`src/rtl/boot_readmemh_parser.sv`:
```
// Boot-loader front end: turns a readmemh-style hex character stream into (address, word) writes.
// Optional '//' line comments are compiled in with `define BOOT_READMEMH_COMMENTS_EN.
module boot_readmemh_parser #(
  parameter int unsigned address_width      = 32,
  parameter int unsigned data_width         = 32,
  parameter int unsigned char_width         = 8,
  parameter int unsigned clk_frequency      = 50000000,
  parameter int unsigned timeout_in_seconds = 1
) (
  input  logic                     clk,
  input  logic                     reset,
  input  logic                     in_valid,
  input  logic [char_width-1:0]    in_char,
  output logic                     out_valid,
  output logic [address_width-1:0] out_address,
  output logic [data_width-1:0]    out_data,
  output logic [address_width-1:0] word_count,
  output logic                     busy,
  output logic                     error
);

  localparam int unsigned DATA_DIGITS = data_width / 4;
  localparam int unsigned ADDR_DIGITS = address_width / 4;
  localparam int unsigned MAX_DIGITS  = (DATA_DIGITS > ADDR_DIGITS) ? DATA_DIGITS : ADDR_DIGITS;
  localparam int unsigned ACC_W       = MAX_DIGITS * 4;
  localparam int unsigned DIG_W       = $clog2(MAX_DIGITS + 1);
  localparam int unsigned T_CYCLES    = clk_frequency * timeout_in_seconds;
  localparam int unsigned CNT_W       = $clog2(T_CYCLES + 1);

  typedef enum logic [2:0] {
    S_IDLE    = 3'd0,
    S_DATA    = 3'd1,
    S_ADDR    = 3'd2,
    S_ERR     = 3'd3
`ifdef BOOT_READMEMH_COMMENTS_EN
    ,
    S_SLASH   = 3'd4,
    S_COMMENT = 3'd5
`endif
  } state_t;

  typedef enum logic [2:0] {
    CC_HEX     = 3'd0,
    CC_DELIM   = 3'd1,
    CC_AT      = 3'd2,
    CC_SLASH   = 3'd3,
    CC_ILLEGAL = 3'd4
  } char_class_t;

  function automatic char_class_t classify(input logic [char_width-1:0] c);
    char_class_t k;
    if (c >= char_width'(8'h30) && c <= char_width'(8'h39)) begin
      k = CC_HEX;
    end else if ((c >= char_width'(8'h61) && c <= char_width'(8'h66)) ||
                 (c >= char_width'(8'h41) && c <= char_width'(8'h46))) begin
      k = CC_HEX;
    end else if (c == char_width'(8'h20) || c == char_width'(8'h09) ||
                 c == char_width'(8'h0D) || c == char_width'(8'h0A)) begin
      k = CC_DELIM;
    end else if (c == char_width'(8'h40)) begin
      k = CC_AT;
    end else if (c == char_width'(8'h2F)) begin
      k = CC_SLASH;
    end else begin
      k = CC_ILLEGAL;
    end
    return k;
  endfunction

  // Digits carry their value in the low nibble; letters (either case) sit 9 below theirs.
  function automatic logic [3:0] hex_nibble(input logic [char_width-1:0] c);
    if (c <= char_width'(8'h39)) begin
      return c[3:0];
    end else begin
      return c[3:0] + 4'd9;
    end
  endfunction

  state_t                   state, state_next;
  logic [ACC_W-1:0]         acc, acc_next;
  logic [DIG_W-1:0]         digits, digits_next;
  logic [CNT_W-1:0]         cnt, cnt_next;
  logic                     out_valid_next;
  logic [address_width-1:0] out_address_next;
  logic [data_width-1:0]    out_data_next;
  logic [address_width-1:0] word_count_next;
  logic                     error_next;
  logic                     busy_next;
  char_class_t              cls;
  logic [3:0]               nib;

  // Next-state, datapath and output computation for one character (or idle cycle).
  always_comb begin
    state_next       = state;
    acc_next         = acc;
    digits_next      = digits;
    cnt_next         = cnt;
    out_valid_next   = 1'b0;
    out_data_next    = out_data;
    out_address_next = out_address;
    word_count_next  = word_count;
    error_next       = error;
    cls              = classify(in_char);
    nib              = hex_nibble(in_char);

    if (in_valid) begin
      cnt_next = CNT_W'(T_CYCLES);
    end else if (cnt != CNT_W'(0)) begin
      cnt_next = cnt - CNT_W'(1);
    end else begin
      cnt_next = cnt;
    end

    // Address/count advance the cycle after a word is presented.
    if (out_valid) begin
      out_address_next = out_address + address_width'(1);
      word_count_next  = word_count + address_width'(1);
    end else begin
      out_address_next = out_address;
      word_count_next  = word_count;
    end

    if (in_valid && cnt == CNT_W'(0)) begin
      out_address_next = '0;
      word_count_next  = '0;
      error_next       = 1'b0;
    end else begin
      error_next = error;
    end

    if (in_valid) begin
      case (state)
        S_IDLE: begin
          case (cls)
            CC_HEX: begin
              state_next  = S_DATA;
              acc_next    = ACC_W'(nib);
              digits_next = DIG_W'(1);
            end
            CC_AT: begin
              state_next  = S_ADDR;
              acc_next    = '0;
              digits_next = DIG_W'(0);
            end
            CC_DELIM: state_next = S_IDLE;
`ifdef BOOT_READMEMH_COMMENTS_EN
            CC_SLASH: state_next = S_SLASH;
`endif
            default: begin
              state_next = S_ERR;
              error_next = 1'b1;
            end
          endcase
        end
        S_DATA: begin
          case (cls)
            CC_HEX: begin
              if (digits == DIG_W'(DATA_DIGITS)) begin
                state_next = S_ERR;
                error_next = 1'b1;
              end else begin
                acc_next    = {acc[ACC_W-5:0], nib};
                digits_next = digits + DIG_W'(1);
              end
            end
            CC_DELIM: begin
              state_next     = S_IDLE;
              out_valid_next = 1'b1;
              out_data_next  = acc[data_width-1:0];
            end
            default: begin
              state_next = S_ERR;
              error_next = 1'b1;
            end
          endcase
        end
        S_ADDR: begin
          case (cls)
            CC_HEX: begin
              if (digits == DIG_W'(ADDR_DIGITS)) begin
                state_next = S_ERR;
                error_next = 1'b1;
              end else begin
                acc_next    = {acc[ACC_W-5:0], nib};
                digits_next = digits + DIG_W'(1);
              end
            end
            CC_DELIM: begin
              if (digits == DIG_W'(0)) begin
                state_next = S_ERR;
                error_next = 1'b1;
              end else begin
                state_next       = S_IDLE;
                out_address_next = acc[address_width-1:0];
              end
            end
            default: begin
              state_next = S_ERR;
              error_next = 1'b1;
            end
          endcase
        end
`ifdef BOOT_READMEMH_COMMENTS_EN
        S_SLASH: begin
          if (cls == CC_SLASH) begin
            state_next = S_COMMENT;
          end else begin
            state_next = S_ERR;
            error_next = 1'b1;
          end
        end
        S_COMMENT: begin
          if (in_char == char_width'(8'h0A)) begin
            state_next = S_IDLE;
          end else begin
            state_next = S_COMMENT;
          end
        end
`endif
        S_ERR:   state_next = S_ERR;
        default: state_next = S_IDLE;
      endcase
    end else if (cnt == CNT_W'(1)) begin
      // Session ends: a pending data token is flushed, any other partial is dropped.
      if (state == S_DATA) begin
        out_valid_next = 1'b1;
        out_data_next  = acc[data_width-1:0];
      end else begin
        out_valid_next = 1'b0;
      end
      state_next = S_IDLE;
    end else begin
      state_next = state;
    end

    busy_next = (cnt_next != CNT_W'(0));
  end

  // State, datapath and registered outputs.
  always_ff @(posedge clk or posedge reset) begin
    if (reset) begin
      state       <= S_IDLE;
      acc         <= '0;
      digits      <= '0;
      cnt         <= '0;
      out_valid   <= 1'b0;
      out_data    <= '0;
      out_address <= '0;
      word_count  <= '0;
      error       <= 1'b0;
      busy        <= 1'b0;
    end else begin
      state       <= state_next;
      acc         <= acc_next;
      digits      <= digits_next;
      cnt         <= cnt_next;
      out_valid   <= out_valid_next;
      out_data    <= out_data_next;
      out_address <= out_address_next;
      word_count  <= word_count_next;
      error       <= error_next;
      busy        <= busy_next;
    end
  end

endmodule

```
`config.mk`:
```
export PLATFORM = sky130hd
export DESIGN_NAME = boot_readmemh_parser
export DESIGN_NICKNAME = d
export VERILOG_FILES = /design/src/rtl/boot_readmemh_parser.sv
export SDC_FILE = /design/constraint.sdc
export NUM_CORES = 1
export LEC_CHECK = 0
export ABC_AREA = 1
export ABC_CLOCK_PERIOD_IN_PS = 5900
export CAP_MARGIN = 20
export CORE_MARGIN = 4
export CORE_UTILIZATION = 35
export CTS_BUF_LIST = sky130_fd_sc_hd__clkbuf_4 sky130_fd_sc_hd__clkbuf_8
export CTS_CLUSTER_DIAMETER = 30
export CTS_CLUSTER_SIZE = 24
export DETAILED_ROUTE_END_ITERATION = 6
export GPL_ROUTABILITY_DRIVEN = 0
export HOLD_SLACK_MARGIN = 0.02
export PLACE_DENSITY = 0.51
export SLEW_MARGIN = 15
export SYNTH_ARGS = -nofsm -noshare
export SYNTH_HDL_FRONTEND = slang
export SYNTH_SLANG_ARGS = --single-unit
```
`constraint.sdc`:
```
create_clock -name clk -period 5.9 [get_ports clk]
set_input_delay 0.885 -clock clk [delete_from_list [all_inputs] [get_ports clk]]
set_output_delay 0.885 -clock clk [all_outputs]
set_load 0.05 [all_outputs]
```
==> Word level (Yosys, flattened, before mapping) <==
Index checks and enable logic that the tools add are counted.
{ "totals": {"register_bits": 164, "in_bits": 11, "output_inout_bits": 99, "word_cells": 109} }
{ "op_classes": {"add_sub_neg": 5, "magnitude_cmp": 6, "eq_ne": 17, "mux": 50, "reduce_logical": 21} }
{ "ops": {"columns": ["op", "n"], "rows": [
  ["32-bit 2-to-1 mux", 15],
  ["32-bit case mux with 2 select lines", 2],
  ["32-bit by 1-bit adder with 32-bit output, second input constant", 2],
  ["26-bit 2-to-1 mux", 2],
  ["26-bit nonzero test", 2],
  ["26-bit by 1-bit equality test with 1-bit output, second input constant", 1],
  ["26-bit zero test", 1],
  ["26-bit by 1-bit subtractor with 26-bit output, second input constant", 1],
  ["8-bit by 4-bit equality test with 1-bit output, second input constant", 3],
  ["3-bit 2-to-1 mux", 8],
  ["8-bit by 6-bit equality test with 1-bit output, second input constant", 2],
  ["8-bit by 7-bit greater-or-equal comparator with 1-bit output, second input constant", 2],
  ["8-bit by 7-bit <= comparator with 1-bit output, second input constant", 2],
  ["4-bit case mux with 2 select lines", 2],
  ["4-bit 2-to-1 mux", 3],
  ["3-bit case mux with 2 select lines", 2],
  ["3-bit case mux with 4 select lines", 1],
  ["1-bit 2-to-1 mux", 10],
  ["3-bit by 2-bit equality test with 1-bit output, second input constant", 3],
  ["8-bit by 7-bit equality test with 1-bit output, second input constant", 1],
  ["8-bit by 6-bit greater-or-equal comparator with 1-bit output, second input constant", 1],
  ["8-bit by 6-bit <= comparator with 1-bit output, second input constant", 1],
  ["3-bit by 1-bit equality test with 1-bit output, second input constant", 2],
  ["3-bit zero test", 2],
  ["18 further kinds", 28]
]} }

==> Depth between registers and ports, before layout <==
{ "logic_depth": {"word_depth": 12, "depth_mapped": 16, "mapped_depth_nobuf": 15} }

==> Least setup slack after synthesis <==
OpenSTA, ideal clock, no wires.
{ "synth_path": {"path_kind": "input to register", "start": "input port in_char[0]", "end": "register digits[2]", "setup_ns": 0.118, "t_arrival_ns": 2.334, "required_time_ns": 5.782, "setup_slack_ns": 3.448, "stages": 15, "path_buffers": 1, "cell_sequence": "inv_1 ha_1 nand3_1 or2_1 nand2_1 inv_1 nand2_1 nand2_2 nor2_8 nand3_4 nand2_2 nand2_4 buf_6 nand2_1 o21ai_2"} }
{ "synth_via": {"elab_chain_cells": 10, "elab_cells_between_ends": 29, "cone_classes": "order compare: 6; eq/ne: 9; mux: 5; reduce/logical: 9"} }
{ "synth_rtl": {"columns": ["element", "line_no", "rtl"], "rows": [
  ["from (decl)", "13", "input logic [char_width-1:0] in_char,"],
  ["parallel branches: the longest is 6 deep, another holds 8-bit by 7-bit greater-or-equal comparator with 1-bit output", null, null],
  ["3-bit 2-to-1 mux (*)", "52", "if (c >= char_width'(8'h30) && c <= char_width'(8'h39)) begin"],
  ["3-bit by 2-bit equality test with 1-bit output / 3-bit zero test (equally long branches)", "134, 156, 178", null],
  ["3-bit by 2-bit != test with 1-bit output (no source line) / 2-bit by 1-bit != test with 1-bit output (equally long branches)", null, null],
  ["5-bit AND reduction (no source line) (*)", null, null],
  ["to (signal assigned)", "255", "digits <= digits_next;"],
  ["to (decl)", "81", "logic [DIG_W-1:0] digits, digits_next;"]
]} }
Every way passes the cells marked *.
A chain may end at the register's enable or synchronous reset.

==> Worst setup path after layout <==
{ "layout_path": {"start": "input port in_char[0]", "end": "register acc[0]"} }
{ "layout_via": {"elab_chain_cells": 10, "elab_cells_between_ends": 35, "cone_classes": "add/sub: 1; order compare: 6; eq/ne: 9; mux: 10; reduce/logical: 9"} }
{ "layout_rtl": {"columns": ["element", "line_no", "rtl"], "rows": [
  ["parallel branches: the longest is 10 deep, another holds 8-bit by 7-bit greater-or-equal comparator with 1-bit output", null, null],
  ["to (signal assigned)", "254", "acc <= acc_next;"],
  ["to (decl)", "80", "logic [ACC_W-1:0] acc, acc_next;"]
]} }
Several ways; the timed one is not identified. The select of a mux whose other input is x is not followed.

==> impl_metrics.csv <==
group,metric,value,unit
clock_tree,clk_pin_slew,80,ps
route,wirelength,26.0,mm
clock_tree,cts_hold_buf,0,
run,cap_viol_max_count,0,
synth,synth_area_per_cell,7.72,µm²
sta,slew_headroom,0.286,
route,drt.antenna.violating_nets,0,
critical_path,crit_type,"primary input to register",
grt,grt_max_degree,93,
critical_path,arrival,3800,ps
synth,syn_area,9340,µm²
power_and_ir_drop,p_leak,4.94,nW
critical_path,cp_max_fo,46,
cells_and_area,layout.nets,1333,
clock_tree,clk_latency,450,ps
synth,synthCells,1210,
floorplanning,die_h,171,µm
place,hpwl,19.6,mm
place,port_buffers,109,
sta,finalSetupTns,0,ps
route,drc,0,
synth,synth_cell_types,53,
clock_tree,clock-sinks,164,
synth,ys_seq_area_frac,0.439,
cells_and_area,area_delta_synth_final,18.7,%
synth,synth_edf_count,0,
floorplanning,rows,59,
grt,antenna_found_initial,0,
power_and_ir_drop,power_switching,0.00178,W
power_and_ir_drop,p_seq_frac,0.388,
sta,rsz0062_at_grt,"no",
grt,grt_pass1_wl,42.4,mm
critical_path,required,6250,ps
sta,hold_viol,0,
sta,fin_worst_skew,25.9,ps
route,dr.pass1.iters,5,
critical_path,endpoint_kind,"register",
clock_tree,cts_tree,"built",
cells_and_area,final_common_cell,"nand2_1",
route,vias,8126,
grt,gr-total-overflow,0,
place,placed_area,10700,µm²
route,drt-wirelength-per-cell,15.7,µm
floorplanning,fp.dieW,171,µm
synth,synthFlopType,"dfrtp_1",
synth,synth-seq-cells,164,
cells_and_area,drive_above_1_share,0.118,
sta,fmax,0.290,GHz
route,post_drt_via_cell_ratio,4.90,
cells_and_area,diodes,0,
cells_and_area,fillerInstances,2716,
synth,ys_async_sr_fraction,1.00,
floorplanning,coreArea,26100,µm²
clock_tree,cts_setup_buffers,0,
clock_tree,cts_made_buffers,17,
grt,grtUsageTotal,0.180,
sta,setup_viol,0,
clock_tree,htreeDepth,4,
place,post-place-ws,2000,ps
power_and_ir_drop,powerDensity,356,nW/µm²
sta,setup_slack,2450,ps
clock_tree,cts_max_path_buffers,2,
power_and_ir_drop,max-vdd-ir-drop,0.000187,V
clock_tree,cts_root_buffer,"clkbuf_8",
cells_and_area,stdcell_area,11100,µm²
status,status,"complete, no violations",
clock_tree,ctsResizeCount,0,
sta,finalCriticalPeriod,3450,ps
power_and_ir_drop,clkPwrFrac,0.205,
route,dr.first_iter.drc_count,668,
sta,slew_violations,0,
critical_path,cp-start-kind,"primary input",
power_and_ir_drop,pwr-share-comb,0.407,
grt,grt_pass1_vias,7813,
floorplanning,io_pins,110,
sta,period_share,0.584,
cells_and_area,final_cell_mix,"310 x nand2_1, 164 x dfrtp_1, 127 x nor2_1, 125 x inv_1, 109 x clkdlybuf4s50_1",
sta,tightest_slew,1070,ps
floorplanning,dieArea,29400,µm²
floorplanning,initial_core_util,0.357,
hold_path,hp-class,"register to register",
synth,yosysWarnings,0,
power_and_ir_drop,switching_share,0.452,
synth,syn-num-nets,1232,
power_and_ir_drop,p_int,0.00216,W
[through the flow]
| stage | total power, W | utilization | hold WS [ps] | instances |
|---|---|---|---|---|
| finish | 0.00394 | 0.424 | 494 | 1659 |
| global route | 0.00421 | 0.424 | 517 | 1659 |
| CTS | 0.00399 | 0.424 | 497 | 1659 |
| detailed placement | 0.00317 | 0.410 | 474 | 1627 |
| global placement | 0.00317 | 0.410 | 471 | 1627 |
| floorplan | 0.00264 | - | 461 | 1210 |
[power by group through the flow]
stage	sequential [W]	clock, W	combinational, W
global placement	0.00156	0	0.00161
global route	0.00157	0.000891	0.00175
detailed placement	0.00155	0	0.00161
finish	0.00153	0.000809	0.00160
floorplan	0.00191	0	0.000738
CTS	0.00153	0.000837	0.00162
[cell families after synthesis]
family                     share of synthesized area
xor gates and xnor gates                      0.0403
buffers and inverters                         0.0794
DFF                                            0.439
adders and majority gates                     0.0147
and+or+nand+nor                                0.318
AOI/OAI and AO/OA                              0.106
muxes                                        0.00214
[state kept, by name (all words and copies together), names as in the netlist]
name / cells
cnt: 26
out_address: 32
busy: 1
out_data: 32
word_count: 32
out_valid: 1
acc: 32
state: 3
digits: 4
error: 1
[worst max-delay path, cell delays in order]
cell             delay [ps]
clkdlybuf4s50_1         560
inv_1                   110
ha_1                    220
o21ai_0                 180
nand3_1                 100
nand3_2                 160
o21ai_4                  90
nor2_8                  150
nor2_2                   50
clkinv_1                 50
nand2_2                  50
nand2_4                 500
buf_4                   500
nand2_2                  90
o21ai_2                  60
[layout make-up]
type	count	area, µm²	share of cell area
clock buffer	19	262	0.0236
timing repair buffer	115	1140	0.102
inverter	145	549	0.0495
tap	335	419	0.0378
sequential	164	4100	0.370
clock inverter	13	121	0.0109
multi-input combinational	868	4500	0.406
[routing by layer]
| metal | part of all wire | vias to the layer above | track usage |
|---|---|---|---|
| met2 | 0.45 | 173 | 0.283 |
| met1 | 0.50 | 3821 | 0.267 |
| li1 | - | 4122 | - |
| met5 | 0 | - | 0 |
| met3 | 0.042 | 10 | 0.0271 |
| met4 | 0.0075 | 0 | 0.0334 |
[synthesized netlist by cell type (9+ instances only)]
master / number / area share
a21oi_1: 18 / 0.0096
nor4_1: 9 / 0.0060
o22ai_1: 15 / 0.010
xor2_1: 29 / 0.027
o21ai_2: 36 / 0.034
nand3_1: 78 / 0.042
inv_1: 126 / 0.051
o21ai_0: 33 / 0.018
inv_2: 17 / 0.0068
nand2_1: 310 / 0.12
nand4_1: 27 / 0.018
o21ai_1: 29 / 0.016
nor2_1: 127 / 0.051
nand2_2: 40 / 0.027
clkbuf_1: 14 / 0.0056
xnor2_1: 14 / 0.013
nor3_1: 33 / 0.018
dfrtp_1: 164 / 0.44
ha_1: 11 / 0.015
[path summary, 6_finish.rpt]
check,depth (start not counted),to,from,slack (ps)
worst max-delay path,15,acc[0],in_char[0],2450
worst min-delay path,2,out_data[2],out_data[2],490
worst max register to register,13,out_address[17],cnt[0],2680
worst min register to register,2,out_data[2],out_data[2],490
max in group asynchronous,3,out_data[20],reset,3840
min in group asynchronous,2,word_count[10],reset,980
Note: power is estimated with default switching activity, not from simulation.
==> patch, RTL diff (same settings) <==
`clk_frequency`: 50000000 -> 25000000.
--- a/src/rtl/boot_readmemh_parser.sv
+++ b/src/rtl/boot_readmemh_parser.sv
@@ -4,7 +4,7 @@
   parameter int unsigned address_width      = 32,
   parameter int unsigned data_width         = 32,
   parameter int unsigned char_width         = 8,
-  parameter int unsigned clk_frequency      = 50000000,
+  parameter int unsigned clk_frequency      = 25000000,
   parameter int unsigned timeout_in_seconds = 1
 ) (
   input  logic                     clk,
Behaviour: no difference found for any inputs over 4 cycles, from zero or initial values and one cycle with reset high; that may be too few to reach the edited logic, so the function may still have changed.
==> patch against the original RTL <==
Non-clock buffer count up 1. Sequential power up 7%. Sequential cell count down 1. Synthesized area up 0.23%. Count of clock-buffer cells in the layout down 2. Wire length down 0.54%. Synthesized cell count down 0.17%. Design area up 0.36%. First-iteration DRC count up 6.6%. Total power up 7.0%. Core utilization about the same. Final cell count about the same. Worst setup slack worse by 76 ps.
==> patch: results (changes against the original RTL) <==
crit_fanout: 37  # -20%
arrival_ps: 3850  # +50 ps
drive_gt1_frac: 0.113  # -0.00445
max_freq_mhz: 284  # -2.2%
p_comb_w: 0.00174  # +9%
crit_end: "out_address[30]$_DFF_PP0_"
pwr-share-seq: 0.389  # about the same
met1Wirelength_um: 13200  # +1.4%
synthTopCellsByArea: "dfrtp_1 (44%), nand2_1 (13%), inv_1 (5.3%), nor2_1 (5.1%), nand3_1 (4.1%)"
ys_seq_area_frac: 0.436  # -0.00367
ys_types: 45  # -15%
placed_area_um2: 10700  # -0.16%
stdcell_count: 1658  # -0.060%
worstMarginPinSlew_ps: 1060  # -9.15 ps
path_clk_slew_ps: 110  # +30 ps
via_per_inst: 4.88  # -0.41%
min_to: "out_data[3]$_DFFE_PP0P_"
wl_met3_um: 1020  # -6.2%
grt_max_degree: 83  # -11%
switching_share: 0.470  # +0.0176
synthesis.nets: 1230  # -0.16%
report.power.total_w: 0.00422  # +7.0%
grt_pass1_vias: 7762  # -0.65%
dp_hpwl_um: 19000  # -3.4%
max-vdd-ir-drop_uv: 263  # +41%
clk-insertion-delay-late_ps: 470  # +20 ps
ys_top_cells_by_count: "nand2_1 (320), dfrtp_1 (163), inv_1 (133)"
track_usage: 0.178  # -0.00187
final_nets: 1332  # -0.075%
grt_use_met2: 0.271  # -0.0122
cpPeakStageDelay_ps: 630  # +70 ps
reg2reg_slack_ps: 3140  # +460 ps
status: "finished clean"
grt.met1_usage: 0.267  # +0.000280
==> patch: cell types whose count changed after synthesis, sizes merged, moves of 4 or more <==
cell    unedited run  this run
a21oi             18        32
nand2            351       358
nor3              38        33
nor4               9         4
buf               19        23
clkbuf            14        10
nor2             137       141
nor3b              4         0
o21ai             99        95
==> patch: area by class of cell <==
cell class                      count  area, um^2
Fill cell                        2702       15100
Multi-Input combinational cell    870        4510
Sequential cell                   163        4080
Timing Repair Buffer              116        1160
Inverter                          142         543
Tap cell                          335         419
Clock buffer                       17         234
Clock inverter                     15         179
==> patch: tightest hold or removal path, stage by stage, from the launching register on <==
cell and delay [ps]:
dfrtp_1 360, nand2_1 50, nand2_1 60
==> patch: logic make-up after synthesis <==
kind of cell	count (synthesis)	share of synthesized area
AOI/OAI and AO/OA	157	0.106
muxes	2	0.00214
xor gates and xnor gates	46	0.0430
DFF	163	0.436
buffers and inverters	175	0.0827
adders and majority gates	11	0.0147
and+or+nand+nor	654	0.316
